`src/rtl/palette_lookup_arbiter.sv`:
```
// Round-robin arbiter sharing one fixed 16-entry 12-bit sprite palette between
// N_REQ pixel requesters; two-stage lookup pipeline returns tagged RGB results.
module palette_lookup_arbiter #(
  parameter int N_REQ     = 4,
  parameter int ID_W      = 3,
  parameter int KEY_INDEX = 0
) (
  input  logic                 Clk,
  input  logic                 Reset,
  input  logic [N_REQ-1:0]     req_valid,
  input  logic [N_REQ*4-1:0]   req_index,
  output logic [N_REQ-1:0]     req_ready,
  output logic                 rsp_valid,
  output logic [ID_W-1:0]      rsp_id,
  output logic [3:0]           rsp_red,
  output logic [3:0]           rsp_green,
  output logic [3:0]           rsp_blue,
  output logic                 rsp_transparent,
  output logic                 busy
);

  localparam int NE = 1 << ID_W;

  function automatic logic [11:0] palette_rgb(input logic [3:0] idx);
    case (idx)
      4'd0:    palette_rgb = 12'hF0D;
      4'd1:    palette_rgb = 12'h302;
      4'd2:    palette_rgb = 12'hA00;
      4'd3:    palette_rgb = 12'hA09;
      4'd4:    palette_rgb = 12'hBBB;
      4'd5:    palette_rgb = 12'h500;
      4'd6:    palette_rgb = 12'h776;
      4'd7:    palette_rgb = 12'h000;
      4'd8:    palette_rgb = 12'h504;
      4'd9:    palette_rgb = 12'hD0B;
      4'd10:   palette_rgb = 12'h200;
      4'd11:   palette_rgb = 12'h862;
      4'd12:   palette_rgb = 12'h432;
      4'd13:   palette_rgb = 12'h700;
      4'd14:   palette_rgb = 12'hC20;
      default: palette_rgb = 12'h807;
    endcase
  endfunction

  logic [ID_W-1:0] rr_ptr_q, rr_ptr_d;
  logic [NE-1:0]   vld_ext;
  logic            found;
  logic [ID_W-1:0] grant_id;
  logic [3:0]      grant_idx;
  int              cand_i;

  logic            vld_p1_q, vld_p1_d;
  logic [ID_W-1:0] id_p1_q, id_p1_d;
  logic [3:0]      idx_p1_q, idx_p1_d;

  logic            vld_p2_q, vld_p2_d;
  logic [ID_W-1:0] id_p2_q, id_p2_d;
  logic [11:0]     rgb_p2_q, rgb_p2_d;
  logic            key_p2_q, key_p2_d;

  // Search starts at rr_ptr and wraps modulo N_REQ; reset blocks every grant.
  always_comb begin
    vld_ext  = NE'(req_valid);
    found    = 1'b0;
    grant_id = '0;
    cand_i   = 0;
    if (!Reset) begin
      for (int off = 0; off < N_REQ; off++) begin
        cand_i = int'(rr_ptr_q) + off;
        if (cand_i >= N_REQ) cand_i = cand_i - N_REQ;
        if (!found && vld_ext[ID_W'(cand_i)]) begin
          found    = 1'b1;
          grant_id = ID_W'(cand_i);
        end
      end
    end
  end

  always_comb begin
    req_ready = '0;
    grant_idx = '0;
    for (int i = 0; i < N_REQ; i++) begin
      if (grant_id == ID_W'(i)) begin
        req_ready[i] = found;
        grant_idx    = req_index[4*i +: 4];
      end
    end
  end

  always_comb begin
    rr_ptr_d = rr_ptr_q;
    if (found) rr_ptr_d = (int'(grant_id) == N_REQ - 1) ? '0 : grant_id + ID_W'(1);
    // p0 -> p1: capture the granted request
    vld_p1_d = found;
    id_p1_d  = grant_id;
    idx_p1_d = grant_idx;
    // p1 -> p2: palette read; result fields hold while no lookup completes
    vld_p2_d = vld_p1_q;
    id_p2_d  = id_p2_q;
    rgb_p2_d = rgb_p2_q;
    key_p2_d = key_p2_q;
    if (vld_p1_q) begin
      id_p2_d  = id_p1_q;
      rgb_p2_d = palette_rgb(idx_p1_q);
      key_p2_d = (idx_p1_q == 4'(KEY_INDEX));
    end
  end

  always_ff @(posedge Clk) begin
    if (Reset) begin
      rr_ptr_q <= '0;
      vld_p1_q <= 1'b0;
      vld_p2_q <= 1'b0;
      id_p2_q  <= '0;
      rgb_p2_q <= '0;
      key_p2_q <= 1'b0;
    end else begin
      rr_ptr_q <= rr_ptr_d;
      vld_p1_q <= vld_p1_d;
      vld_p2_q <= vld_p2_d;
      id_p2_q  <= id_p2_d;
      rgb_p2_q <= rgb_p2_d;
      key_p2_q <= key_p2_d;
    end
    id_p1_q  <= id_p1_d;
    idx_p1_q <= idx_p1_d;
  end

  assign rsp_valid       = vld_p2_q;
  assign rsp_id          = id_p2_q;
  assign rsp_red         = rgb_p2_q[11:8];
  assign rsp_green       = rgb_p2_q[7:4];
  assign rsp_blue        = rgb_p2_q[3:0];
  assign rsp_transparent = key_p2_q;
  assign busy            = vld_p1_q | vld_p2_q;

endmodule

```
`config.mk`:
```
export PLATFORM = sky130hd
export DESIGN_NAME = palette_lookup_arbiter
export DESIGN_NICKNAME = d
export VERILOG_FILES = /design/src/rtl/palette_lookup_arbiter.sv
export SDC_FILE = /design/constraint.sdc
export NUM_CORES = 1
export LEC_CHECK = 0
export ABC_AREA = 1
export CAP_MARGIN = 20
export CELL_PAD_IN_SITES_DETAIL_PLACEMENT = 0
export CELL_PAD_IN_SITES_GLOBAL_PLACEMENT = 1
export CORE_AREA = 2 2 78 80
export CTS_CLUSTER_SIZE = 10
export DETAILED_ROUTE_END_ITERATION = 16
export DIE_AREA = 0 0 80 82
export GPL_ROUTABILITY_DRIVEN = 0
export HOLD_SLACK_MARGIN = 0.02
export PLACE_DENSITY_LB_ADDON = 0.3
export SYNTH_ARGS = -nofsm -noshare
export SYNTH_HDL_FRONTEND = slang
export SYNTH_SLANG_ARGS = --single-unit
```
`constraint.sdc`:
```
create_clock -name Clk -period 2.7 [get_ports Clk]
set_input_delay 0.54 -clock Clk [delete_from_list [all_inputs] [get_ports Clk]]
set_output_delay 0.54 -clock Clk [all_outputs]
set_load 0.01 [all_outputs]
```
==> flow_summary.json <==
{
  "clk_pin_slew_ns": 0.10,
  "final_area_sq_um": 2650,
  "antenna_found_initial": 0,
  "power_frac_comb_pct": 69.3,
  "grt_usage_pct": 13.2,
  "cp_slowest_cell": "dfxtp_2",
  "cts-root-buf": "clkbuf_8",
  "hold_class": "flop to flop",
  "cts_sinks": 28,
  "synth_top_area_share_pct": 32.8,
  "area_delta_synth_final_pct": 54.8,
  "start_util_pct": 29.8,
  "avgRoutedWirePerCell_um": 11.0,
  "place_worst_setup_slack_ns": -0.544,
  "start_kind": "flop",
  "status": "complete, but fails checks",
  "clkPwrFrac_pct": 10.0,
  "die_h_um": 82,
  "row_count": 28,
  "seq_area_frac_synth_pct": 32.8,
  "totalWireLength_um": 4280,
  "power.density_nw_per_um2": 1230,
  "syn_area_sq_um": 1710,
  "io_pins": 44,
  "post-route-min-period_ns": 2.70,
  "fillers": 575,
  "crit_type": "flop to primary output",
  "p_int_w": 0.00181,
  "cp_top_family": "simple AND/OR/NAND/NOR gates",
  "core-area_sq_um": 5750,
  "ant_nets": 0,
  "clk_path_buf_depth": 2,
  "syn_avg_cell_area_sq_um": 7.10,
  "drc": 0,
  "synthDistinctLibCells": 34,
  "cp_max_fo": 6,
  "timing.fmax_mhz": 370,
  "critPathMaxStageDelay_ns": 0.35,
  "synth-seq-cells": 28,
  "crit_buf_inv": 5,
  "layout-drive-gt1-share_pct": 28.9,
  "drt_iter0_drc": 53,
  "dp_hpwl_um": 3210,
  "n_antenna_cell": 0,
  "synthesis.instances": 241,
  "cp_data_arrival_time_ns": 2.16,
  "drv_slew": 0,
  "post_drt_via_cell_ratio": 4.48,
  "violations": "negative setup slack",
  "synth_edf_count": 0,
  "synthArstFlopShare_pct": 0,
  "leakage_nw": 1.24,
  "netlist_top_cells_area": "dfxtp_1 33%, nand2_1 9.2%, o21ai_0 7.3%, nor2_1 7.2%, ha_1 6.6%",
  "setup_ws_ns": -0.00127,
  "setup_violations": 1,
  "yosys.area.top_type": "dfxtp_1",
  "p_sw_w": 0.00144,
  "cp_cell_sequence": "inv_2, ha_4, inv_4, nand3_2, nand3_4, inv_2, nand2_4, nand2_1, nand2_2, nand2_4, nor2_4, ha_4, inv_1, nor2_1, buf_2",
  "post_dp_cell_area_sq_um": 2390,
  "synth.most_common_cell": "nand2_1",
  "whs_ns": 0.466,
  "final_nets": 347,
  "vias": 1746,
  "pwr-share-seq_pct": 20.7,
  "firstDrtPassIters": 4,
  "clock_skew_ns": 0.00666,
  "ff2ff_setup_slack_ns": 0.47,
  "die_w_um": 80,
  "grt_overflow": 0,
  "hold_viol": 0,
  "p_sw_share_pct": 44.3,
  "die_area_sq_um": 6560,
  "port_buffers": 43,
  "grt_first_pass_wirelength_um": 7050,
  "syn_nets": 272,
  "period_share_pct": 100,
  "synth_commonest_cells": "42 x nand2_1, 33 x nor2_1, 28 x dfxtp_1, 25 x inv_1, 25 x o21ai_0",
  "max_cap_violations": 0,
  "ys.flop_type": "dfxtp_1",
  "grt_pass1_vias": 1624,
  "vdd_drop_max_mv": 0.503,
  "cp.required_ns": 2.16,
  "grt_max_degree": 25,
  "cp-end-kind": "primary output",
  "numCtsBuffers": 3,
  "cts_tree": "yes",
  "htreeDepth": 1,
  "clkLatencyLatePin_ns": 0.27,
  "rsz0062_at_grt": "yes",
  "synth_warnings": 0
}
state kept, by name (all words and copies together), names as in the netlist:
register         flops
rsp_transparent      1
vld_p1_q             1
idx_p1_q             4
rsp_valid            1
rr_ptr_q             3
id_p1_q              3
rsp_id               3
rgb_p2_q            12
cells by family (layout without fill, tap and decap cells):
kind of cell | Yosys count | count (layout) | synth area share, %
other cells | 1 | 1 | 0.219
buf+inv | 37 | 111 | 9.29
simple gates | 112 | 112 | 32.9
flops | 28 | 28 | 32.8
compound gates | 54 | 54 | 18.2
fa+ha+maj | 9 | 9 | 6.58
power by group through the flow:
stage | sequential (W) | clock, W | combinational (W)
after floorplan | 0.000669 | 0 | 0.00119
after global placement | 0.000678 | 0 | 0.00189
after detailed placement | 0.000680 | 0 | 0.00188
after CTS | 0.000677 | 0.000337 | 0.00205
after global routing | 0.000695 | 0.000348 | 0.00252
final | 0.000674 | 0.000327 | 0.00225
cell usage in the layout, fill, tap and decap left out, types with 3 or more instances in the layout:
master           netlist  layout
a21oi_1               16      16
a31oi_1                4       4
buf_2                  0       4
buf_4                  0      27
buf_6                  1       6
clkbuf_8               0       3
clkdlybuf4s50_1        0      35
dfxtp_1               28      26
dlygate4sd2_1          0       4
ha_1                   9       6
ha_4                   0       3
inv_1                 25      22
inv_2                  2       4
nand2_1               42      37
nand2_2                9      12
nand2_4                1       3
nand3_1               10       8
nand3_2                4       6
nand4_1                3       3
nor2_1                33      29
nor2_2                 1       3
nor2_4                 2       4
o21ai_0               25      23
timing repair:
action,CTS,global route
pin swaps,11,20
setup endpoints to repair,4,4
setup buffers,4,5
gates resized for setup,40,18
hold buffers,0,0
through the flow:
stage	cells	power, W	utilization, %	setup TNS, ns
detailed placement	377	0.00256	41.6	-2.00
global route	390	0.00357	46.1	-0.415
global placement	377	0.00257	41.6	-1.93
floorplan	241	0.00186	-	0
CTS	385	0.00306	44.3	-0.0405
finish	390	0.00325	46.1	-0.00127
cell type report:
cell class / count / area [sq um] / area share (%)
multi-input cells: 176 / 1090 / 41.3
repair buffers: 77 / 696 / 26.3
flip-flops and latches: 28 / 566 / 21.4
inverters: 30 / 128 / 4.82
well taps: 75 / 93.8 / 3.54
clock buffers: 3 / 41.3 / 1.56
clock inverters: 1 / 30.0 / 1.13
routing by layer:
metal	part of all wire (%)	global-route usage, %	up-vias
met4	1.0	4.92	0
met2	48	22.8	36
met5	0	0	-
li1	-	-	935
met1	47	17.3	771
met3	3.2	1.10	4
worst register-to-register path: stages, from the launching register on:
cell and delay, ns:
dfxtp_2 0.35, inv_2 0.05, ha_4 0.25, inv_4 0.08, nand3_2 0.09, nand3_4 0.13, nand3_4 0.10, buf_6 0.13
o21ai_4 0.23, nor2_4 0.07, ha_4 0.16, buf_4 0.15, a21oi_1 0.13, nand2_1 0.08, nand2_1 0.08, nand2_1 0.05
path summary, 6_finish.rpt:
check                                    end         from  cells after the start
worst min register to register     rsp_id[2]   id_p1_q[2]                      2
worst min-delay path               rsp_id[2]   id_p1_q[2]                      2
worst max register to register   idx_p1_q[3]  rr_ptr_q[1]                     15
worst max-delay path            req_ready[1]  rr_ptr_q[1]                     15
Power figures use the tool's default switching activity.
